--- src/rtl/seq_shifter.sv ---
// seq_shifter: multi-cycle shift/rotate unit (SLL, SRL, SRA, ROR), one bit position per clock.
// Ports: CLK/RESET (async active-low); START+OPCODE+DATA+SHAMT request; RESULT/BUSY/DONE status.
// Latency: DONE is high max(n,1) cycles after the START edge; START is ignored while BUSY.
module seq_shifter #(
  parameter int WIDTH   = 8,
  parameter int SHAMT_W = 8
) (
  input  logic               CLK,
  input  logic               RESET,
  input  logic               START,
  input  logic [1:0]         OPCODE,
  input  logic [WIDTH-1:0]   DATA,
  input  logic [SHAMT_W-1:0] SHAMT,
  output logic [WIDTH-1:0]   RESULT,
  output logic               BUSY,
  output logic               DONE
);

  // Counter must be able to hold WIDTH itself, hence the extra bit.
  localparam int CW = $clog2(WIDTH) + 1;

  localparam logic [1:0] OP_SLL = 2'b00;
  localparam logic [1:0] OP_SRL = 2'b01;
  localparam logic [1:0] OP_SRA = 2'b10;

  typedef enum logic [1:0] {
    IDLE  = 2'b00,
    SHIFT = 2'b01,
    FIN   = 2'b10
  } state_t;

  state_t           state_q, state_d;
  logic [WIDTH-1:0] sreg_q, sreg_d;
  logic [WIDTH-1:0] result_q, result_d;
  logic [1:0]       op_q, op_d;
  logic [CW-1:0]    cnt_q, cnt_d;

  logic [CW-1:0]    eff_cnt;
  logic [WIDTH-1:0] shifted;
  logic             accept;

  // Effective count: rotates wrap modulo WIDTH, shifts saturate at WIDTH
  // (a full-width shift already yields the final all-fill value).
  always_comb begin
    if (OPCODE == 2'b11) begin
      eff_cnt = CW'(int'(SHAMT) % WIDTH);
    end else if (int'(SHAMT) >= WIDTH) begin
      eff_cnt = CW'(WIDTH);
    end else begin
      eff_cnt = CW'(SHAMT);
    end
  end

  // One-bit step of the latched operation.
  always_comb begin
    case (op_q)
      OP_SLL:  shifted = {sreg_q[WIDTH-2:0], 1'b0};
      OP_SRL:  shifted = {1'b0, sreg_q[WIDTH-1:1]};
      OP_SRA:  shifted = {sreg_q[WIDTH-1], sreg_q[WIDTH-1:1]};
      default: shifted = {sreg_q[0], sreg_q[WIDTH-1:1]};
    endcase
  end

  // FIN accepts a new request so back-to-back operations need no bubble.
  assign accept = START && (state_q != SHIFT);

  always_comb begin
    state_d  = state_q;
    sreg_d   = sreg_q;
    result_d = result_q;
    op_d     = op_q;
    cnt_d    = cnt_q;

    if (accept) begin
      sreg_d = DATA;
      op_d   = OPCODE;
      cnt_d  = eff_cnt;
      if (eff_cnt == '0) begin
        state_d  = FIN;
        result_d = DATA;
      end else begin
        state_d = SHIFT;
      end
    end else begin
      case (state_q)
        SHIFT: begin
          sreg_d = shifted;
          cnt_d  = cnt_q - 1'b1;
          if (cnt_q == CW'(1)) begin
            state_d  = FIN;
            result_d = shifted;
          end
        end
        FIN:     state_d = IDLE;
        default: state_d = IDLE;
      endcase
    end
  end

  always_ff @(posedge CLK or negedge RESET) begin
    if (!RESET) begin
      state_q  <= IDLE;
      sreg_q   <= '0;
      result_q <= '0;
      op_q     <= '0;
      cnt_q    <= '0;
    end else begin
      state_q  <= state_d;
      sreg_q   <= sreg_d;
      result_q <= result_d;
      op_q     <= op_d;
      cnt_q    <= cnt_d;
    end
  end

  // Status decoded purely from state flops: no combinational input-to-output path.
  assign RESULT = result_q;
  assign BUSY   = (state_q == SHIFT);
  assign DONE   = (state_q == FIN);

endmodule

--- config.mk ---
export PLATFORM = sky130hd
export DESIGN_NAME = seq_shifter
export DESIGN_NICKNAME = d
export VERILOG_FILES = /design/src/rtl/seq_shifter.sv
export SDC_FILE = /design/constraint.sdc
export NUM_CORES = 1
export LEC_CHECK = 0
export BUFFER_PORTS_ARGS = -buffer_cell sky130_fd_sc_hd__clkbuf_2
export CAP_MARGIN = 10
export CELL_PAD_IN_SITES_DETAIL_PLACEMENT = 1
export CELL_PAD_IN_SITES_GLOBAL_PLACEMENT = 1
export CORE_AREA = 2 2 60 62
export CTS_BUF_LIST = sky130_fd_sc_hd__clkbuf_16
export CTS_CLUSTER_SIZE = 30
export DETAILED_ROUTE_END_ITERATION = 6
export DIE_AREA = 0 0 62 64
export GPL_TIMING_DRIVEN = 1
export PLACE_DENSITY_LB_ADDON = 0.08
export SETUP_SLACK_MARGIN = 0.5
export SYNTH_ARGS = -nofsm -noshare
export SYNTH_HDL_FRONTEND = slang
export SYNTH_SLANG_ARGS = --single-unit
--- constraint.sdc ---
create_clock -name CLK -period 2.1 [get_ports CLK]
set_clock_uncertainty 0.1 [all_clocks]
set_input_delay 0.21 -clock CLK [delete_from_list [all_inputs] [get_ports CLK]]
set_output_delay 0.21 -clock CLK [all_outputs]
set_load 0.005 [all_outputs]
* Yosys cells after proc, flatten, opt, wreduce, memory -nomap -nowiden
Cells that the tools add are included.
Operators by class: add/subtract/negate cells 1, $lt $le $gt $ge 1, equal/unequal tests 9, multiplexer cells 15, reductions and logical operators 6
Operator list (count):
- 8-bit two-way mux | 6
- 8-bit case mux with 3 select lines | 1
- 4-bit two-way mux | 4
- 8-bit by 4-bit greater-or-equal comparator with 1-bit output, second input constant | 1
- 2-bit two-way mux | 4
- 2-bit == test, second input constant | 3
- 2-bit by 1-bit == test with 1-bit output, second input constant | 2
- 4-bit by 1-bit == test with 1-bit output, second input constant | 1
- 4-bit zero test | 1
- 2-bit by 1-bit != test with 1-bit output, second input constant | 2
- 2-bit nonzero test | 2
- 4-bit by 1-bit subtractor with 4-bit output, second input constant | 1
- 3-bit by 1-bit != test with 1-bit output, second input constant | 1
- 3-bit AND reduction | 1
- 2-bit zero test | 1
- 1-bit logical AND | 1
Storage, ports and cells: register bits after elaboration 24, bits of input ports 21, output and inout port bits 10, word-level logic and storage cells 37

* Longest topological paths before layout
depth after elaboration 6, gate-level depth with buffers 6

* Least setup slack after synthesis
OpenSTA, ideal clock, no wires.
path type register to register, start register state_q[0], end register result_q[0] (netlist: RESULT[0]), arrival time 1.298 ns, setup slack 0.577 ns, cell stages (with the launch flop) 6, cell sequence dfrtp_1 -> nand2b_1 -> buf_6 -> o2111ai_4 -> o22ai_4 -> mux2_2
On the way: word-level cells in the longest chain between the ends 4, elaborated cells on any way between the ends 8, those cells by class eq/ne: 3; mux: 1; reduce/logical: 4
Ends and longest elaborated chain:
- start: declaration | line 32 | state_t state_q, state_d;
- start signal: assignment | line 108 | state_q <= state_d;
- 2-bit by 1-bit != test with 1-bit output | line 65 | assign accept = START && (state_q != SHIFT);
- 1-bit logical AND | line 65
- 2-bit by 1-bit != test with 1-bit output (no source line) / 2-bit nonzero test (equally long branches)
- 3-bit AND reduction (no source line)
- end signal: assignment | line 110 | result_q <= result_d;
- end: declaration | line 34 | logic [WIDTH-1:0] result_q, result_d;
Several ways; a longest one is shown, not always the timed one. A chain may end at the register's enable or synchronous reset.

* Worst setup path after layout
start register cnt_q[2], end register result_q[0] (netlist: RESULT[0])
On the way: word-level cells in the longest chain between the ends 3
Ends and longest elaborated chain:
- start: declaration | line 36 | logic [CW-1:0] cnt_q, cnt_d;
- start signal: assignment | line 112 | cnt_q <= cnt_d;
- 4-bit by 1-bit == test with 1-bit output | line 89 | if (cnt_q == CW'(1)) begin
- 2-bit nonzero test (no source line)
- 3-bit AND reduction (no source line)
No other way between the ends.

==> metrics.cfg <==
[run_status]
status=completed

[synth]
synth_area_leaders=dfrtp_1 (47%), mux2_2 (12%), mux2i_1 (5.5%)
syn_avg_cell_area_um2=10.8
synthArstFlopShare_pct=100
syn_area_um2=1280
synth_most_common_cell=dfrtp_1
syn_inst=118
synthTopCellsByCount=dfrtp_1 (24), mux2_2 (14), nand2_1 (12)
synth_edf_count=0
yosys_most_used_dff=dfrtp_1
yosysTopAreaCellShare_pct=47.1
ys_seq_area_share_pct=47.1
synth_nets=141
synth_area_leader_cell=dfrtp_1
ys_ff_latch=24
yosys_warnings=0
synth_cell_type_count=30

[worst_setup_path]
worstSetupPathType=reg -> reg
arrival_ns=1.68
required_ns=2.14
worstSetupEndpointType=register
crit_family=flip-flops
path_cells=nor2_2 > nand2_4 > o22ai_4 > buf_6 > buf_12 > mux2_4
slowest_stage=dfrtp_1
r2r_slack_ns=0.47
cpPeakStageDelay_ns=0.42
crit_buf_inv=2
cp-start-kind=register
path_max_fanout=5

[floorplanning]
die_x_um=62
ios=31
start_util_pct=38.9
fp-row-count=21
die_h_um=64
die-area_um2=3970
core_area_um2=3280

[global_route]
first_global_vias=1173
grt_max_degree=25
track_usage_pct=18.3
gr-total-overflow=0
grt_pass1_wl_um=5380
antenna_found_initial=0

[detailed_routing]
routed_wl_um=3400
viasPerCell=5.22
via_count=1092
firstDrtPassIters=4
drt_iter0_markers=18
drcViolationCount=0
antenna_left=0
wire_per_inst_um=16.3

[timing]
finalSetupViolCount=0
fmax_ghz=0.613
slew_headroom_pct=59.9
min_period_ns=1.63
rsz0062_at_grt=yes
whs_ns=0.0754
fin_crit_sh_pct=77.7
hold_viol_final=0
report.final.slew_viol_count=0
setup_tns_ns=0
worst_pin_slew_ns=0.602

[placed_design]
place.gp.congestion=0.813
io_buffers=30
dp.cells=191
post-dp-hpwl_um=2260

[clock_network]
clock-sinks=24
clk_latency_ns=0.26
cts_tree=done
clk_pin_slew_ns=0.06
root_buffer=clkbuf_16
cts_buffers=3
cts.htree.levels=1
clockBufferDepth=2

[power]
vdd_drop_max_mv=0.619
p_leak_nw=0.820
intPower_mw=1.67
power_frac_comb_pct=50.0
pwr-share-clk_pct=16.2
switchingPower_mw=0.930
switching_share_pct=35.8
p_seq_share_pct=33.8
power.density_nw_per_um2=1450

[layout]
nets=187
antenna_cells=0
stdcell_count=209
area_delta_synth_final_pct=40.5
drive_above_1_share_pct=48.5

[flow_run]
drv_cap=0

[hold_path]
hold_class=in -> reg

layout by cell type (no fill, tap or decap), types with 2 or more instances in the layout:
cell type,n
o21ai_0,7
clkbuf_2,30
dfrtp_2,3
dfrtp_1,21
mux2_4,7
a21oi_1,2
inv_1,4
o221ai_1,3
mux2_2,7
clkbuf_16,3
buf_4,8
nand3_1,8
nand2_1,11
or3_1,2
buf_12,2
nor2b_1,2
buf_6,4
nor2_4,2
o21ai_1,4
nor2_1,3
mux2i_1,7
registers in the layout (all words and copies together) (netlist names):
name / flops
state_q: 2
op_q: 2
RESULT: 8
sreg_q: 8
cnt_q: 4
through the flow:
stage,utilization (%),instance area (µm²),setup slack (ns),total power [mW]
after floorplan,-,1280,0.577,1.52
after global placement,44.7,1470,0.325,1.80
after detailed placement,44.7,1470,0.267,1.84
final,54.6,1790,0.468,2.60
after CTS,52.5,1720,0.470,2.49
after global routing,54.6,1790,0.411,2.79
worst register-to-register path, cell delays in order, from the launching register on:
cell and delay, ns:
dfrtp_1 0.42, nor2_2 0.19, nand2_4 0.08, o22ai_4 0.19, buf_6 0.13, buf_12 0.12, mux2_4 0.30
power by group through the flow:
stage	registers (mW)	logic, mW	clock network, mW
final	0.878	1.30	0.420
after floorplan	0.820	0.700	0
after global placement	0.852	0.944	0
after detailed placement	0.860	0.981	0
after CTS	0.877	1.19	0.421
after global routing	0.910	1.43	0.443
cells by family after synthesis:
group	Yosys count	share of synthesized area, %
flip-flops	24	47.1
AND/OR/NAND/NOR	35	13.4
AO/OA/AOI/OAI	25	15.5
buffers and inverters	11	4.22
multiplexers	21	17.8
adder cells (fa/ha/maj)	2	1.96
path summary, 6_finish.rpt:
check | start | endpoint | cells past startpoint
max in group asynchronous | RESET | cnt_q[0]$_DFFE_PN0P_ | 2
setup reg to reg | cnt_q[2]$_DFFE_PN0P_ | RESULT[0]$_DFFE_PN0P_ | 6
min in group asynchronous | RESET | state_q[0]$_DFFE_PN0P_ | 2
hold / removal | OPCODE[0] | op_q[0]$_DFFE_PN0P_ | 3
setup / recovery | cnt_q[2]$_DFFE_PN0P_ | RESULT[0]$_DFFE_PN0P_ | 6
hold reg to reg | RESULT[6]$_DFFE_PN0P_ | RESULT[6]$_DFFE_PN0P_ | 1
repair_timing:
action | in CTS | in global routing
hold buffers | 1 | 0
endpoints found under the hold margin | 24 | 0
buffers inserted | 6 | 6
resized for setup | 23 | 12
setup endpoints to repair | 18 | 16
pin swaps | 2 | 3
cloned | 1 | 0
cell type report:
cell class	count	area (µm²)
clock buffers	3	75.1
clock inverters	1	3.75
fillers	365	1490
inverters	6	25.0
multi-input cells	83	694
flip-flops and latches	24	604
well taps	46	57.6
repair buffers	46	333
layer usage:
layer  vias to the layer above  share of wire (%)  global-route usage [%]
met1                       554                 43                    23.0
met2                        21                 53                    31.8
li1                        511                  -                       -
met5                         -                  0                       0
met4                         0                1.6                    4.79
met3                         6                2.5                    2.43
(Power assumes the default switching activity.)
